--- src/rtl/branch_resolve_queue.sv ---
// In-order queue of predicted branches; checks each resolve against its prediction, flushes on mispredict.
// Latency: resolve sampled at edge N gives flush/redirect/bht update registered in cycle N+1, one cycle wide.
// Backpressure: push_ready low when full (registered occupancy); pushes while full are dropped and flagged in err.
module branch_resolve_queue #(
    parameter int DEPTH = 4,
    parameter int PC_W  = 32,
    parameter int LOWER = 5
) (
    input  logic                       clk,
    input  logic                       rst,
    input  logic                       push_valid,
    input  logic [PC_W-1:0]            push_pc,
    input  logic                       push_pred_taken,
    input  logic [PC_W-1:0]            push_pred_target,
    output logic                       push_ready,
    input  logic                       res_valid,
    input  logic                       res_taken,
    input  logic [PC_W-1:0]            res_target,
    output logic                       flush,
    output logic [PC_W-1:0]            redirect_pc,
    output logic                       bht_en,
    output logic [LOWER-1:0]           bht_write_addr,
    output logic                       bht_was_taken,
    output logic [$clog2(DEPTH):0]     count,
    output logic [15:0]                mispredicts,
    output logic                       err
);

    localparam int PTR_W = $clog2(DEPTH);
    localparam int CNT_W = $clog2(DEPTH) + 1;

    typedef struct packed {
        logic [PC_W-1:0] pc;
        logic            pred_taken;
        logic [PC_W-1:0] pred_target;
    } entry_t;

    entry_t            mem_q [DEPTH];
    entry_t            mem_d [DEPTH];
    logic [PTR_W-1:0]  head_q, head_d;
    logic [PTR_W-1:0]  tail_q, tail_d;
    logic [CNT_W-1:0]  count_q, count_d;
    logic              flush_q, flush_d;
    logic [PC_W-1:0]   redirect_pc_q, redirect_pc_d;
    logic              bht_en_q, bht_en_d;
    logic [LOWER-1:0]  bht_write_addr_q, bht_write_addr_d;
    logic              bht_was_taken_q, bht_was_taken_d;
    logic [15:0]       mispredicts_q, mispredicts_d;
    logic              err_q, err_d;

    entry_t head_e;
    logic   empty, full, res_fire, mispred, push_fire;

    assign head_e    = mem_q[head_q];
    assign empty     = (count_q == '0);
    assign full      = (count_q == CNT_W'(DEPTH));
    assign res_fire  = res_valid & ~empty;
    // Target only matters when both sides agree the branch was taken.
    assign mispred   = res_fire & ((res_taken != head_e.pred_taken) |
                                   (res_taken & head_e.pred_taken & (res_target != head_e.pred_target)));
    assign push_fire = push_valid & ~full & ~mispred;

    always_comb begin
        mem_d            = mem_q;
        head_d           = head_q;
        tail_d           = tail_q;
        count_d          = count_q;
        flush_d          = 1'b0;
        redirect_pc_d    = '0;
        bht_en_d         = 1'b0;
        bht_write_addr_d = '0;
        bht_was_taken_d  = 1'b0;
        mispredicts_d    = mispredicts_q;
        err_d            = err_q | (push_valid & full) | (res_valid & empty);

        if (mispred) begin
            // Everything younger than the head is wrong-path.
            head_d        = '0;
            tail_d        = '0;
            count_d       = '0;
            flush_d       = 1'b1;
            redirect_pc_d = res_taken ? res_target : head_e.pc + PC_W'(4);
            if (mispredicts_q != 16'hFFFF) begin
                mispredicts_d = mispredicts_q + 16'd1;
            end
        end else begin
            if (push_fire) begin
                mem_d[tail_q] = '{pc: push_pc, pred_taken: push_pred_taken,
                                  pred_target: push_pred_target};
                tail_d        = tail_q + PTR_W'(1);
            end
            if (res_fire) begin
                head_d = head_q + PTR_W'(1);
            end
            count_d = count_q + CNT_W'(push_fire) - CNT_W'(res_fire);
        end

        if (res_fire) begin
            bht_en_d         = 1'b1;
            bht_write_addr_d = head_e.pc[LOWER+1:2];
            bht_was_taken_d  = res_taken;
        end
    end

    always_ff @(posedge clk) begin
        if (rst) begin
            for (int i = 0; i < DEPTH; i++) begin
                mem_q[i] <= '0;
            end
            head_q           <= '0;
            tail_q           <= '0;
            count_q          <= '0;
            flush_q          <= 1'b0;
            redirect_pc_q    <= '0;
            bht_en_q         <= 1'b0;
            bht_write_addr_q <= '0;
            bht_was_taken_q  <= 1'b0;
            mispredicts_q    <= '0;
            err_q            <= 1'b0;
        end else begin
            mem_q            <= mem_d;
            head_q           <= head_d;
            tail_q           <= tail_d;
            count_q          <= count_d;
            flush_q          <= flush_d;
            redirect_pc_q    <= redirect_pc_d;
            bht_en_q         <= bht_en_d;
            bht_write_addr_q <= bht_write_addr_d;
            bht_was_taken_q  <= bht_was_taken_d;
            mispredicts_q    <= mispredicts_d;
            err_q            <= err_d;
        end
    end

    assign push_ready     = ~full;
    assign flush          = flush_q;
    assign redirect_pc    = redirect_pc_q;
    assign bht_en         = bht_en_q;
    assign bht_write_addr = bht_write_addr_q;
    assign bht_was_taken  = bht_was_taken_q;
    assign count          = count_q;
    assign mispredicts    = mispredicts_q;
    assign err            = err_q;

endmodule

--- config.mk ---
export PLATFORM = sky130hd
export DESIGN_NAME = branch_resolve_queue
export DESIGN_NICKNAME = d
export VERILOG_FILES = /design/src/rtl/branch_resolve_queue.sv
export SDC_FILE = /design/constraint.sdc
export NUM_CORES = 1
export LEC_CHECK = 0
export BUFFER_PORTS_ARGS = -buffer_cell sky130_fd_sc_hd__buf_4
export CAP_MARGIN = 20
export CORE_MARGIN = 10
export CORE_UTILIZATION = 40
export DETAILED_ROUTE_END_ITERATION = 6
export GPL_ROUTABILITY_DRIVEN = 0
export GPL_TIMING_DRIVEN = 0
export SLEW_MARGIN = 0
export SYNTH_ARGS = -nofsm -noshare
export SYNTH_HDL_FRONTEND = slang
export SYNTH_SLANG_ARGS = --single-unit
--- constraint.sdc ---
create_clock -name clk -period 6.89 [get_ports clk]
set_input_delay 0.689 -clock clk [delete_from_list [all_inputs] [get_ports clk]]
set_output_delay 0.689 -clock clk [all_outputs]
set_load 0.1 [all_outputs]
# Word level (Yosys, flattened, before mapping)
# Index checks and enable logic that the tools add are counted.
# word_totals
register_bits	324
ram_bits	0
inputBits	102
latchBits	0
mem_bits_ro	0
wordCells	68
out_inout_bits	61
n_memories	0
# op_classes
n_addsub	6
mul	0
order_cmp	3
eq_ne	4
n_reduce_logical	7
mux	9
div	0
n_shift	0
bitwise	17
# ops
cell	n
bitwise mux 260 bit	1
two-way mux 65 bit	3
binary-select mux 65 bit (select 2 bit)	1
demux 65 bit (select 2 bit)	1
adder 32 x 3 -> 32 bit (second input constant)	1
two-way mux 32 bit	1
!= test 32 bit	1
adder 16 x 1 -> 16 bit (second input constant)	1
!= test 16 bit (second input constant)	1
bitwise AND 1 bit	8
>= comparator 3 bit (second input constant)	2
inverter 2 -> 3 bit	2
OR reduction 2 bit	3
adder 2 x 1 -> 2 bit (second input constant)	2
inverter 1 bit	4
AND reduction 2 bit	2
adder 3 x 1 -> 3 bit	1
== test 3 bit (second input constant)	1
zero test 3 bit	1
less-than comparator 3 x 1 -> 1 bit (second input constant)	1
bitwise OR 1 bit	3
subtractor 3 x 1 -> 3 bit	1
two-way mux 1 bit	2
logical AND 1 bit	1
!= test 1 bit	1

# Depth between registers and ports, before layout
# logic_depth
depth_word	12
mapped_depth	19
ltp_nobuf	14

# Worst setup path before layout
# No wires, ideal clock.
# synth_path
path_kind	reg2reg
from	register head_q[0]
to	register count_q[2], in the netlist count[2]
period_less_slack_ns	5.104
t_arrival_ns	5.019
stages_incl_launch_ff	19
slack_ns	1.786
path_buffers	5
setup_time_ns	0.086
t_required_ns	6.804
cell_sequence	dfxtp_1 > buf_2 > buf_1 > clkbuf_1 > buf_1 > mux4_2 > ha_1 > or3_1 > nor4_4 > clkbuf_1 > nor2_1 > ha_1 > inv_1 > ha_1 > inv_1 > fa_1 > xor2_1 > xnor2_1 > a211oi_1
# synth_via
elab_chain_len	12
word_cells_on_any_way	15
classes_between	add/sub (2); eq/ne (2); mux (3); bitwise (7); reduce/logical (1)
# synth_lines
element	line	source
from (decl)	40	logic [PTR_W-1:0] head_q, head_d;
from (signal assigned)	110	head_q <= '0;
from (signal assigned)	122	head_q <= head_d;
inverter 2 -> 3 bit (not written as such) (*)	54	assign head_e = mem_q[head_q];
binary-select mux 65 bit (select 2 bit) (*)	54	
two-way mux 65 bit (not written as such) (*) (2 in series)	54	
!= test 32 bit or bitwise AND 1 bit (tied branches)	60	(res_taken & head_e.pred_taken & (res_target != head_e.pred_target)));
bitwise AND 1 bit	60	
bitwise OR 1 bit (*)	59	assign mispred = res_fire & ((res_taken != head_e.pred_taken) |
bitwise AND 1 bit (*)	59	
inverter 1 bit (no source line)	--	
bitwise AND 1 bit	61	assign push_fire = push_valid & ~full & ~mispred;
adder 3 x 1 -> 3 bit	95	count_d = count_q + CNT_W'(push_fire) - CNT_W'(res_fire);
subtractor 3 x 1 -> 3 bit	95	
to (signal assigned)	124	count_q <= count_d;
to (decl)	42	logic [CNT_W-1:0] count_q, count_d;
# Every way passes the cells marked *; elsewhere a longest branch is shown, timed or not. The select of a mux whose other input is x is not followed.
# A chain may end at the register's enable or synchronous reset.

# Worst setup path after layout
# Ends and elaborated chain as after synthesis.

==> flow_metrics.env <==
export IMPL_grt_pass1_wl_mm=96.5
export IMPL_postCtsSetupRepairBufs=0
export IMPL_clk_insertion_delay_late_ps=540
export IMPL_async_flop_share_pct=0
export IMPL_fmax_ghz=0.154
export IMPL_clkPwrFrac_pct=32.7
export IMPL_r2r_start="head_q[0]$_SDFFE_PP0P_"
export IMPL_viasPerCell=6.40
export IMPL_dr_total_vias=15800
export IMPL_synth_nets=1840
export IMPL_final_common_cell="dfxtp_1"
export IMPL_cts_buffers=36
export IMPL_pwr_share_seq_pct=34.3
export IMPL_powerDensity_nw_per_um2=334
export IMPL_ys_seq_area_share_pct=41.5
export IMPL_die_h_um=218
export IMPL_netlist_area_um2=15600
export IMPL_htree_levels=2
export IMPL_start_util_pct=40.4
export IMPL_port_buffers=162
export IMPL_outcome="completed"
export IMPL_coreArea_um2=38600
export IMPL_layout_nets=2040
export IMPL_switchingPower_mw=2.39
export IMPL_synthTopCellsByArea="dfxtp_1 (41%), o211ai_1 (12%), mux4_2 (9.4%)"
export IMPL_finalHoldViolations=0
export IMPL_critPathKind="register to register"
export IMPL_antenna_found_initial=1
export IMPL_finalCritPeriodShare_pct=94.5
export IMPL_ys_flop_type="dfxtp_1"
export IMPL_worstRegToRegCells=17
export IMPL_drt_drc_violations_left=0
export IMPL_cts_max_path_buffers=3
export IMPL_rows=72
export IMPL_rsz0062_at_grt="false"
export IMPL_p_sw_share_pct=38.2
export IMPL_placed_cells=2409
export IMPL_final_util_pct=48.5
export IMPL_grtUsageTotal_pct=26.6
export IMPL_cp_arrival_ps=6950
export IMPL_grt_max_degree=20
export IMPL_final_cell_mix="dfxtp_1 (324), nand3_1 (282), a21oi_1 (280)"
export IMPL_grt_pass1_vias=15200
export IMPL_crit_fanout=10
export IMPL_fillers=3726
export IMPL_power_frac_comb_pct=33.0
export IMPL_max_cap_viol_count=0
export IMPL_worstMarginPinSlew_ps=1150
export IMPL_critPathRequiredTime_ps=7330
export IMPL_ios=163
export IMPL_slew_headroom_pct=23.4
export IMPL_drt_initial_drc_count=1860
export IMPL_startpoint="head_q[0]$_SDFFE_PP0P_"
export IMPL_cts_tree="built"
export IMPL_hpwlAfterDp_mm=46.7
export IMPL_overflow=0
export IMPL_root_buffer="clkbuf_16"
export IMPL_synth_warnings=0
export IMPL_synth_edf_count=0
export IMPL_synthCells=1728
export IMPL_finalNonFillerCells=2473
export IMPL_setup_tns_ps=0
export IMPL_synth_top_area_share_pct=41.5
export IMPL_clkSinkCount=324
export IMPL_routed_wl_mm=65.9
export IMPL_fin_skew_ps=21.2
export IMPL_power_internal_mw=3.87
export IMPL_min_path_type="input port to register"
export IMPL_worstSetupStartpointType="register"
export IMPL_min_period_ps=6510
export IMPL_p_leak_nw=6.13
export IMPL_clk_pin_slew_ps=70
export IMPL_whs_path_depth=3
export IMPL_fin_area_um2=18700
export IMPL_drive_above_1_share_pct=17.1
export IMPL_detail_route_antenna_nets=0
export IMPL_first_pass_iters=6
export IMPL_wl_per_cell_um=26.7
export IMPL_drv_slew=0
export IMPL_yosys_register_bits=324
export IMPL_setup_violations=0
export IMPL_yosysUniqueCellTypes=41
export IMPL_syn2layout_area_growth_pct=19.8
export IMPL_placed_area_um2=17500
export IMPL_die_w_um=218
export IMPL_die_area_um2=47400
export IMPL_ir_worst_vdd_uv=188
export IMPL_min_from="res_target[6]"
export IMPL_synth_area_leader_cell="dfxtp_1"
export IMPL_worstSetupEndpointType="register"
export IMPL_synth_avg_cell_area_um2=9.05
==> cells by family (layout without fill, tap and decap cells) <==
kind of cell | count (synthesis) | count (layout) | share of synthesized area (%)
buf+inv | 212 | 438 | 5.38
simple gates | 462 | 462 | 15.1
other cells | 0 | 1 | 0
mux | 86 | 86 | 10.8
fa+ha+maj | 10 | 10 | 0.848
flops | 324 | 324 | 41.5
xor+xnor | 63 | 63 | 3.53
compound gates | 571 | 571 | 22.8
==> routing by layer <==
layer  routed length (um)  vias to the layer above  share of wire (%)  global-route usage (%)
met1                25500                     7688                 39                    33.8
met3                 8420                      202                 13                    9.63
met5                    0                        -                  0                       0
met2                28500                     1013                 43                    39.0
met4                 3480                        0                5.3                    13.9
li1                     -                     6920                  -                       -
==> critical path: stages, from the launching register on <==
cell      delay [ps]
dfxtp_1          430
buf_1            810
clkbuf_1         890
mux4_2           490
xnor2_1          210
nand4_1          310
or3_1            500
nor4_4           680
clkbuf_1         530
nor2_1           160
ha_1             300
inv_1             60
ha_1             130
inv_1             40
fa_1             370
xor2_1           160
xnor2_1          130
a211oi_1         190
==> synthesized netlist by cell type (all sizes together) (3+ instances only) <==
master	count
a211oi	19
a21oi	280
and2	8
and3	10
and4	3
buf	61
clkbuf	140
dfxtp	324
ha	9
inv	11
mux2	15
mux2i	6
mux4	65
nand2	25
nand3	282
nand4	20
nor2	63
nor2b	15
nor3	7
nor3b	5
nor4	3
nor4b	5
o211ai	260
o21ai	8
or2	3
or3	6
xnor2	42
xor2	21
==> power by group through the flow <==
| stage | logic (mW) | registers, mW | clock network [mW] |
|---|---|---|---|
| floorplan | 1.12 | 2.33 | 0 |
| global placement | 1.98 | 2.18 | 0 |
| detailed placement | 2.00 | 2.19 | 0 |
| CTS | 2.01 | 2.15 | 2.05 |
| global route | 2.16 | 2.17 | 2.12 |
| finish | 2.07 | 2.15 | 2.05 |
==> cell type report <==
| cell class | instances | area [um^2] | share of cell area [%] |
|---|---|---|---|
| multi-input combinational | 1192 | 8310 | 44.4 |
| sequential | 324 | 6490 | 34.6 |
| timing repair buffer | 163 | 1230 | 6.55 |
| clock buffer | 52 | 1030 | 5.51 |
| buffer | 200 | 797 | 4.26 |
| tap | 518 | 648 | 3.46 |
| clock inverter | 12 | 188 | 1.00 |
| inverter | 11 | 41.3 | 0.220 |
| antenna | 1 | 2.50 | 0.0134 |
==> path summary, 6_finish.rpt <==
path                               end  slack [ps]
max                count[2]$_SDFF_PP0_         380
min          redirect_pc[6]$_SDFF_PP0_         430
max reg2reg        count[2]$_SDFF_PP0_         380
min reg2reg    mem_q[221]$_SDFFE_PP0P_         470
==> flip-flops by register name, summed over array words and instances, names as in the netlist <==
signal          cells
flush               1
err                 1
bht_was_taken       1
bht_write_addr      5
head_q              2
mispredicts        16
tail_q              2
mem_q             260
redirect_pc        32
count               3
bht_en              1
==> what timing repair did <==
action                                  in CTS  in global routing
hold buffers                                 0                  0
endpoints found under the setup margin       2                  1
resized for setup                            1                  2
cloned                                       0                  0
==> metrics by stage <==
step                      hold slack [ps]  worst slack, ps  total power, mW
after floorplan                       445             1790             3.45
after global placement                450             -203             4.16
after detailed placement              458             -271             4.19
after CTS                             423              310             6.20
after global routing                  447              304             6.45
final                                 429              377             6.26
No activity file was read; power rests on OpenSTA's default activity.
